## config.mk

```make
export PLATFORM = sky130hd
export DESIGN_NAME = hyper_trans_ctrl
export DESIGN_NICKNAME = d
export VERILOG_FILES = /design/src/rtl/hyper_trans_ctrl.sv
export SDC_FILE = /design/constraint.sdc
export NUM_CORES = 1
export LEC_CHECK = 0
export ABC_AREA = 1
export BUFFER_PORTS_ARGS = -buffer_cell sky130_fd_sc_hd__buf_4
export CAP_MARGIN = 40
export CORE_MARGIN = 1.5
export CORE_UTILIZATION = 45
export DETAILED_ROUTE_END_ITERATION = 6
export PLACE_DENSITY = 0.69
export SETUP_SLACK_MARGIN = 0.02
export SYNTH_ARGS = -nofsm -noshare
export SYNTH_HDL_FRONTEND = slang
export SYNTH_SLANG_ARGS = --single-unit
```

## constraint.sdc

```tcl
create_clock -name clk_i -period 2.3 [get_ports clk_i]
set_input_delay 0.46 -clock clk_i [delete_from_list [all_inputs] [get_ports clk_i]]
set_output_delay 0.46 -clock clk_i [all_outputs]
set_load 0.005 [all_outputs]
```

## src/rtl/hyper_trans_ctrl.sv

```systemverilog
// HyperBus transaction sequencer: CA beats, initial latency, data phase, CS timing.
// Optional HYPER_DOUBLE_LAT_EN doubles the latency when RWDS is high in CA beat 2.
module hyper_trans_ctrl #(
    parameter int LEN_W = 16,
    parameter int LAT_W = 4
) (
    input  logic             clk_i,
    input  logic             rst_i,
    input  logic             trans_valid_i,
    output logic             trans_ready_o,
    input  logic             trans_rw_i,
    input  logic             trans_addr_space_i,
    input  logic             trans_burst_type_i,
    input  logic [31:0]      trans_addr_i,
    input  logic [LEN_W-1:0] trans_len_i,
    input  logic [LAT_W-1:0] latency_i,
    input  logic             rwds_i,
    input  logic             data_stall_i,
    output logic             cs_no,
    output logic [15:0]      ca_o,
    output logic             ca_valid_o,
    output logic             data_en_o,
    output logic             data_last_o,
    output logic             busy_o,
    output logic             done_o
);

    typedef enum logic [2:0] {
        S_IDLE,
        S_CA,
        S_LAT,
        S_DATA,
        S_END
    } state_e;

    state_e             state_q, state_d;
    logic [1:0]         beat_q, beat_d;
    logic [LAT_W-1:0]   lat_q, lat_d;
    logic [LAT_W:0]     cnt_q, cnt_d;
    logic [LEN_W-1:0]   words_q, words_d;
    logic [47:0]        ca_q, ca_d;
    logic [LAT_W:0]     lat_load;
    logic               skip_lat;

`ifdef HYPER_DOUBLE_LAT_EN
    assign lat_load = rwds_i ? {lat_q, 1'b0} : {1'b0, lat_q};
`else
    logic unused_rwds;
    assign unused_rwds = rwds_i;
    assign lat_load    = {1'b0, lat_q};
`endif

    // Register writes carry no latency on the bus.
    assign skip_lat = (~ca_q[47] & ca_q[46]) | (lat_q == '0);

    always_comb begin
        state_d = state_q;
        beat_d  = beat_q;
        lat_d   = lat_q;
        cnt_d   = cnt_q;
        words_d = words_q;
        ca_d    = ca_q;
        unique case (state_q)
            S_IDLE: begin
                if (trans_valid_i) begin
                    ca_d = {trans_rw_i, trans_addr_space_i,
                            trans_burst_type_i, trans_addr_i[31:3],
                            13'b0, trans_addr_i[2:0]};
                    lat_d   = latency_i;
                    words_d = (trans_len_i == '0) ? LEN_W'(1)
                                                  : trans_len_i;
                    beat_d  = 2'd0;
                    state_d = S_CA;
                end
            end
            S_CA: begin
                beat_d = beat_q + 2'd1;
                if (beat_q == 2'd2) begin
                    beat_d  = 2'd0;
                    cnt_d   = lat_load;
                    state_d = skip_lat ? S_DATA : S_LAT;
                end
            end
            S_LAT: begin
                if (cnt_q <= (LAT_W+1)'(1)) begin
                    state_d = S_DATA;
                end else begin
                    cnt_d = cnt_q - (LAT_W+1)'(1);
                end
            end
            S_DATA: begin
                if (!data_stall_i) begin
                    if (words_q == LEN_W'(1)) begin
                        state_d = S_END;
                    end else begin
                        words_d = words_q - LEN_W'(1);
                    end
                end
            end
            S_END: begin
                state_d = S_IDLE;
            end
            default: begin
                state_d = S_IDLE;
            end
        endcase
    end

    always_ff @(posedge clk_i) begin
        if (rst_i) begin
            state_q <= S_IDLE;
            beat_q  <= '0;
            lat_q   <= '0;
            cnt_q   <= '0;
            words_q <= '0;
            ca_q    <= '0;
        end else begin
            state_q <= state_d;
            beat_q  <= beat_d;
            lat_q   <= lat_d;
            cnt_q   <= cnt_d;
            words_q <= words_d;
            ca_q    <= ca_d;
        end
    end

    always_comb begin
        ca_o = 16'h0;
        if (state_q == S_CA) begin
            unique case (beat_q)
                2'd0:    ca_o = ca_q[47:32];
                2'd1:    ca_o = ca_q[31:16];
                default: ca_o = ca_q[15:0];
            endcase
        end
    end

    // Chip select drops out as soon as reset is seen.
    assign cs_no = rst_i | (state_q == S_IDLE) | (state_q == S_END);
    assign trans_ready_o = ~rst_i & (state_q == S_IDLE);
    assign ca_valid_o    = (state_q == S_CA);
    assign data_en_o     = (state_q == S_DATA) & ~data_stall_i;
    assign data_last_o   = data_en_o & (words_q == LEN_W'(1));
    assign busy_o        = (state_q != S_IDLE);
    assign done_o        = (state_q == S_END);

endmodule

```

==> results.txt, run 1 <==
The worst slew margin relative to its limit is 70.3%. After clock tree synthesis, the clock-pin slew on the worst setup and hold paths is 0.07 ns. The die is 90.7 um tall. For the pin with the worst max-slew slack, the measured transition is 0.445 ns. The clock buffer count from CTS is 9. The via count of the first global-routing pass came out at 3,241. In the layout the commonest cells are sky130_fd_sc_hd__nand2_1 (93), sky130_fd_sc_hd__buf_4 (84), sky130_fd_sc_hd__inv_1 (72). The final HPWL from detailed placement is 5970 um. Setup repair after global routing left no endpoint under its margin. The core footprint came out at 7330 um2. The routability-driven placement congestion ratio came out at 0.893. The maximum frequency from static timing analysis is 469 MHz. The total of hold buffers inserted after clock tree synthesis is 0.

The maximum root-to-sink buffer count came out at 2. The minimum clock period is 2.13 ns. In the global route stage, overall resource usage came out at 21.5%. After synthesis the netlist holds a flip-flop and latch count of 65. The power density relative to cell area came out at 1220 nW/um2.

STA classifies the critical path endpoint as an output pin. The post-route clock skew is 0.00621 ns. The pin count of the biggest net entering global routing came out at 65.

The total clock sinks is 65. In the global route stage, met1 resource usage came out at 26.8%. The die covers 8220 um2. The global-route track usage on met3 is 7.49%.

The most used flip-flop cell after synthesis is sky130_fd_sc_hd__dfxtp_1. Dividing the detail-routed wire length by the instance count gives 12.1 um. The initial DRC count is 181.

The first TritonRoute pass finished after 4 iterations. The width of the die is 90.7 um. The maximum fanout along the worst path is 14. The async set-reset flop share out of synthesis came out at 0%. The met2 usage came out at 34.8%.

The hold violation count in the final report was 0. The first-pass GRT wire length is 14,400 um. The initial antenna violation count came out at 0.

The number of rows created at floorplan is 31. The final-report max-slew violation count came out at 0. TritonCTS built the clock tree.

The overall via count from detail_route came out at 3,498. The later pin in the worst-skew pair is clocked with a latency of 0.34 ns. The DRC violation count after routing is 0. In this run, placement finished with an instance count of 683. The design draws 5.34 mW. The number of setup violations in the final report came out at 0.

The type of the worst setup path is flop to output pin. The final global-route overflow total came out at 0. In this run the most used layer during global routing was met2. Data arrives at the worst endpoint at 1.67 ns. The per-cell via count in the routed design is 5.00. The repair_antennas step left the layout with diodes totalling 0. The buffers inserted during post-CTS setup optimization came out at 0. The port buffer count came out at 81. The number of synthesized flops with an enable pin is 0.

The post-synthesis area per instance is 6.65 um2. The part of the Yosys area used for sequential elements came out at 37.6%. Excluding fillers, the count of instances in the completed layout stands at 699. The share of the clock period used by the worst path is 92.7%.

The sort of element at the start of the critical path is a flop. The tree is rooted in a sky130_fd_sc_hd__clkbuf_8. Across the run, the number of max-cap violations was 0. Summing every instance area after synthesis gives 3460 um2.

Synthesis produced a netlist whose cell count is 520. The top-level I/O count came out at 83. The post-detailed-routing wire length is 8450 um. The ratio of cells with drive above 1 in the final layout is 21.7%. The net count after synthesis came out at 584. The most common cell after layout, fill and taps aside is sky130_fd_sc_hd__nand2_1.

IR analysis of the VDD net gives a maximum drop of 437 uV. The class of the most critical hold timing path is primary input to flop. Across all hold checks on the routed design, the worst slack comes to 0.341 ns. For the final routed database, the setup TNS stands at 0 ns. The number of filler cells placed in the layout is 699. The leakage power of the design is 2.02 nW. The synthesis-to-layout area growth is 26.9%. The post-synthesis cell type count came out at 36. At the end of the flow, the number of nets in the layout was 659.

The flow ran to the end, and the final reports show no timing, DRC or antenna violations. The CTS H-tree depth is 3. The final antenna-violating net count came out at 0. The number of warnings printed during yosys synthesis came out at 0. For this configuration, the core starts out at a cell density of 47.2%. At the worst endpoint, the required time is 1.84 ns.
-- where the power goes --
part	total, mW	switching, mW	internal, mW	leakage (nW)
clock network	1.11	0.463	0.643	0.113
registers	1.71	0.233	1.48	0.536
logic	2.52	1.60	0.921	1.37
total	5.34	2.30	3.04	2.02
-- cell usage after synthesis (3+ instances only) --
library cell	instances	area, um2
sky130_fd_sc_hd__clkbuf_1	11	41.3
sky130_fd_sc_hd__inv_1	73	274
sky130_fd_sc_hd__buf_2	5	25.0
sky130_fd_sc_hd__inv_2	6	22.5
sky130_fd_sc_hd__o22ai_1	13	81.3
sky130_fd_sc_hd__nand2_1	96	360
sky130_fd_sc_hd__o21ai_0	69	345
sky130_fd_sc_hd__a21oi_2	3	26.3
sky130_fd_sc_hd__clkbuf_2	3	15.0
sky130_fd_sc_hd__ha_1	4	50.1
sky130_fd_sc_hd__o21bai_1	4	30.0
sky130_fd_sc_hd__nor2_1	68	255
sky130_fd_sc_hd__nand3_1	16	80.1
sky130_fd_sc_hd__dfxtp_1	65	1300
sky130_fd_sc_hd__a21oi_1	51	255
sky130_fd_sc_hd__nor3_1	5	25.0
-- worst max-delay path: stages, from the launching register on --
cell                      delay, ns
sky130_fd_sc_hd__dfxtp_1       0.39
sky130_fd_sc_hd__nor2_4        0.19
sky130_fd_sc_hd__nand2_2       0.12
sky130_fd_sc_hd__inv_4         0.13
sky130_fd_sc_hd__nand2_4       0.13
sky130_fd_sc_hd__o22ai_1       0.21
sky130_fd_sc_hd__buf_4         0.14
-- cells by family (layout without fill, tap and decap cells) --
logic type	Yosys count	after routing	share of synthesized area (%)
compound gates	147	147	22.9
xor+xnor	4	4	1.01
fa+ha+maj	4	4	1.45
buf+inv	102	182	12.0
flops	65	65	37.6
simple gates	198	198	25.1
-- routing by layer --
metal | part of all wire, % | vias up
met3 | 7.2 | 10
met2 | 46 | 98
met5 | 0 | -
li1 | - | 1816
met4 | 1.1 | 0
met1 | 46 | 1574
-- through the flow --
stage | utilization (%) | worst slack, ns | area (um2)
finish | 59.9 | 0.169 | 4390
global route | 59.9 | 0.0504 | 4390
CTS | 59.7 | 0.0489 | 4380
detailed placement | 56.3 | 0.0963 | 4130
global placement | 56.1 | 0.184 | 4110
floorplan | - | 0.534 | 3460
-- repair_timing --
action,in CTS,in global routing
endpoints found under the setup margin,13,13
cloned,0,0
gates resized for setup,6,3
-- registers in the layout (all words and copies together) (netlist names) --
| signal | flops |
|---|---|
| words_q | 16 |
| state_q | 3 |
| beat_q | 2 |
| cnt_q | 5 |
| lat_q | 4 |
| ca_q | 35 |
-- area by class of cell --
cell class	instances	area, um2	share of cell area, %
flip-flops and latches	65	1300	29.6
repair buffers	85	651	14.8
clock inverters	6	90.1	2.05
clock buffers	10	138	3.14
multi-input cells	353	1770	40.4
inverters	81	313	7.13
well taps	99	124	2.82
-- final timing paths --
path / from / to / slack (ns) / depth (start not counted)
worst min register to register: ca_q[35] / ca_q[35] / 0.45 / 2
worst max register to register: words_q[6] / words_q[6] / 0.59 / 10
worst max-delay path: state_q[1] / ca_o[12] / 0.17 / 6
worst min-delay path: trans_addr_i[0] / ca_q[0] / 0.34 / 3
(Power assumes the default switching activity.)
==> run 2: changes to the inputs <==
- REMOVE_ABC_BUFFERS: unset -> 1
==> run 2 against run 1 <==
Effect of this change:
- sequential share of layout area is 0.059 points lower
- global-route usage shrank 0.89 points
- core utilization rose by 0.12 points
- routed wire length down 1.6%
- total power decreased by 0.73%
- fmax up 0.77%
- critical endpoint is now ca_o[7]
==> results.txt, run 2 (synthesis gave the netlist of run 1 again) <==
The DRC violation count after routing is 0 (unchanged). The total clock sinks came out at 65 (unchanged). The path depth of the worst reg2reg path is 11 (was 10). The buffers inserted during post-CTS setup optimization came out at 0 (unchanged). The count of placed standard cells including taps came out at 685 (was 683). The number of maximum-capacitance constraint violations was 0 (unchanged). The share of the clock period used by the worst path is 92.0% (was 92.7%).

The layout net count was 661 (was 659). The master cell of the clock root buffer is sky130_fd_sc_hd__clkbuf_8 (unchanged). The antenna cell count came to 0 (unchanged).

The area of the die was 8220 um2 (unchanged). The final global-route overflow total came out at 0 (unchanged). The global routing usage summed across all routing layers came out at 20.6% (was 21.5%). The sort of element at the start of the critical path is a flop (unchanged). The kind of end point of the critical path is an output pin (unchanged). The number of setup violations in the final report came out at 0 (unchanged). The worst slew margin relative to its limit is 69.4% (was 70.3%). The final antenna-violating net count is 0 (unchanged). The first-pass GRT wire length came out at 13,800 um (was 14,400 um). The reg2reg setup slack is 0.60 ns (was 0.59 ns). The power density relative to cell area came to 1210 nW/um2 (was 1220 nW/um2). The routability-driven placement congestion ratio came out at 0.867 (was 0.893). The total of hold buffers inserted after clock tree synthesis is 0 (unchanged). The overall via count from detail_route is 3,437 (was 3,498). The die span in y came out at 90.7 um (unchanged). The end of the worst register-to-register path is words_q[6] (unchanged). The maximum fanout along the worst path came to 14 (unchanged). Regs by FF count: ca_q: 35 flops, words_q: 16 flops, cnt_q: 5 flops (unchanged). The slew at the pin closest to its max-slew limit is 0.458 ns (was 0.445 ns). The minimum clock period came out at 2.11 ns (was 2.13 ns). The maximum vdd ir drop is 583 uV (was 437 uV). The capture point of the worst path was ca_o[7] (was ca_o[12]). The final-report max-slew violation count was 0 (unchanged). The post-cts resize count is 4 (was 6). The CTS tree was yes (unchanged).

The flip-flop count of the largest register after layout is 35 (unchanged). The post-route setup TNS is 0 ns (unchanged). The maximum root-to-sink buffer count is 2 (unchanged). The type of the worst setup path is flop to output pin (unchanged). The starting utilization of the core area is 47.2% (unchanged). The CTS H-tree depth was 3 (unchanged).

The ratio of cells with drive above 1 in the final layout is 21.9% (was 21.7%). The top-level I/O count was 83 (unchanged). The pin count of the biggest net entering global routing is 45 (was 65).

The startpoint of the worst setup timing path is state_q[1] (unchanged). The most common cell after layout, fill and taps aside was sky130_fd_sc_hd__nand2_1 (unchanged). The number of cells in the finished layout apart from fillers came out at 701 (was 699). The synthesis-to-layout area growth is 27.1% (was 26.9%). Most used cells in the layout excluding fill and tap cells: sky130_fd_sc_hd__nand2_1 (93), sky130_fd_sc_hd__buf_4 (86), sky130_fd_sc_hd__inv_1 (72) (was sky130_fd_sc_hd__nand2_1 (93), sky130_fd_sc_hd__buf_4 (84), sky130_fd_sc_hd__inv_1 (72)). The detailed-route wire length per cell came out at 11.9 um (was 12.1 um).

Setup repair after global routing missed its margin: false (unchanged). The initial DRC count is 190 (was 181). The class of the most critical hold timing path is primary input to flop (unchanged). The initial antenna violation count is 0 (unchanged). The register ranked first by flip-flop count was ca_q (unchanged). The first-pass iteration count of the detailed router came out at 4 (unchanged). The source-to-sink clock delay at the later pin of the worst-skew pair is 0.34 ns (about the same). The clock buffer count from CTS came to 9 (unchanged).

The core footprint was 7330 um2 (unchanged). The startpoint of the worst register-to-register path is words_q[0] (was words_q[6]). The port buffer count is 81 (unchanged).

The post-route clock skew is 0.00991 ns (was 0.00621 ns). Run status: complete, no violations (unchanged). The hold violation count in the final report is 0 (unchanged). The critical path arrival is 1.65 ns (was 1.67 ns). The post-detailed-routing wire length came out at 8310 um (was 8450 um). The number of rows created at floorplan is 31 (unchanged). The maximum frequency from static timing analysis came to 473 MHz (was 469 MHz). The required time of the critical path is 1.84 ns (about the same). The clock-pin slew on the worst setup and hold paths came out at 0.07 ns (about the same). The width of the die is 90.7 um (unchanged). The via count of the first global-routing pass is 2,992 (was 3,241). The leakage power of the design is 2.02 nW (about the same). The per-cell via count in the routed design came out at 4.90 (was 5.00).

The final HPWL from detailed placement is 5980 um (was 5970 um).
-- run 2: worst min-delay path by stage --
stage / startpoint / endpoint / slack (ns) / cells after the start
floorplan: ca_q[16] / ca_q[16] / 0.43 / 2
global placement: ca_q[29] / ca_q[29] / 0.44 / 2
detailed placement: ca_q[30] / ca_q[30] / 0.44 / 2
CTS: trans_addr_i[0] / ca_q[0] / 0.33 / 3
global route: trans_addr_i[2] / ca_q[2] / 0.35 / 3
finish: trans_addr_i[0] / ca_q[0] / 0.34 / 3
-- run 2: report_power, final --
part	switching, mW	total (mW)	leakage [nW]	internal [mW]
Sequential	0.223	1.70	0.536	1.48
Clock	0.439	1.05	0.0995	0.609
Combinational	1.62	2.55	1.38	0.934
-- run 2: stage by stage --
| step | util [%] | hold WS [ns] | instance area, um2 | worst slack (ns) | power, mW |
|---|---|---|---|---|---|
| after CTS | 59.6 | 0.327 | 4370 | 0.0139 | 5.29 |
| after floorplan | - | 0.427 | 3360 | 0.538 | 3.48 |
| after global placement | 56.3 | 0.438 | 4130 | 0.214 | 4.14 |
| after detailed placement | 56.5 | 0.444 | 4150 | 0.172 | 4.20 |
| final | 60.0 | 0.339 | 4400 | 0.185 | 5.30 |
| after global routing | 60.0 | 0.345 | 4400 | 0.0400 | 5.77 |
-- run 2: critical path: stages, from the launching register on --
cell,delay (ns)
sky130_fd_sc_hd__dfxtp_1,0.39
sky130_fd_sc_hd__nor2_4,0.20
sky130_fd_sc_hd__nand2_2,0.11
sky130_fd_sc_hd__inv_2,0.12
sky130_fd_sc_hd__nand2_4,0.15
sky130_fd_sc_hd__o22ai_1,0.21
sky130_fd_sc_hd__buf_4,0.14
-- run 2: layout make-up --
type / instances / area [um2]
clock inverter: 5 / 80.1
tap: 99 / 124
inverter: 81 / 310
multi-input combinational: 353 / 1790
sequential: 65 / 1300
fill: 731 / 2930
clock buffer: 11 / 131
timing repair buffer: 87 / 666
-- run 2: layer usage --
layer  wire length (um)  vias to the layer above  track usage [%]  share of wire, %
li1                   -                     1825                -                 -
met1               3940                     1521             26.7                47
met2               3810                       83             32.3                46
met3                475                        8             6.82               5.7
met4                 92                        0             6.35               1.1
met5                  0                        -                0                 0
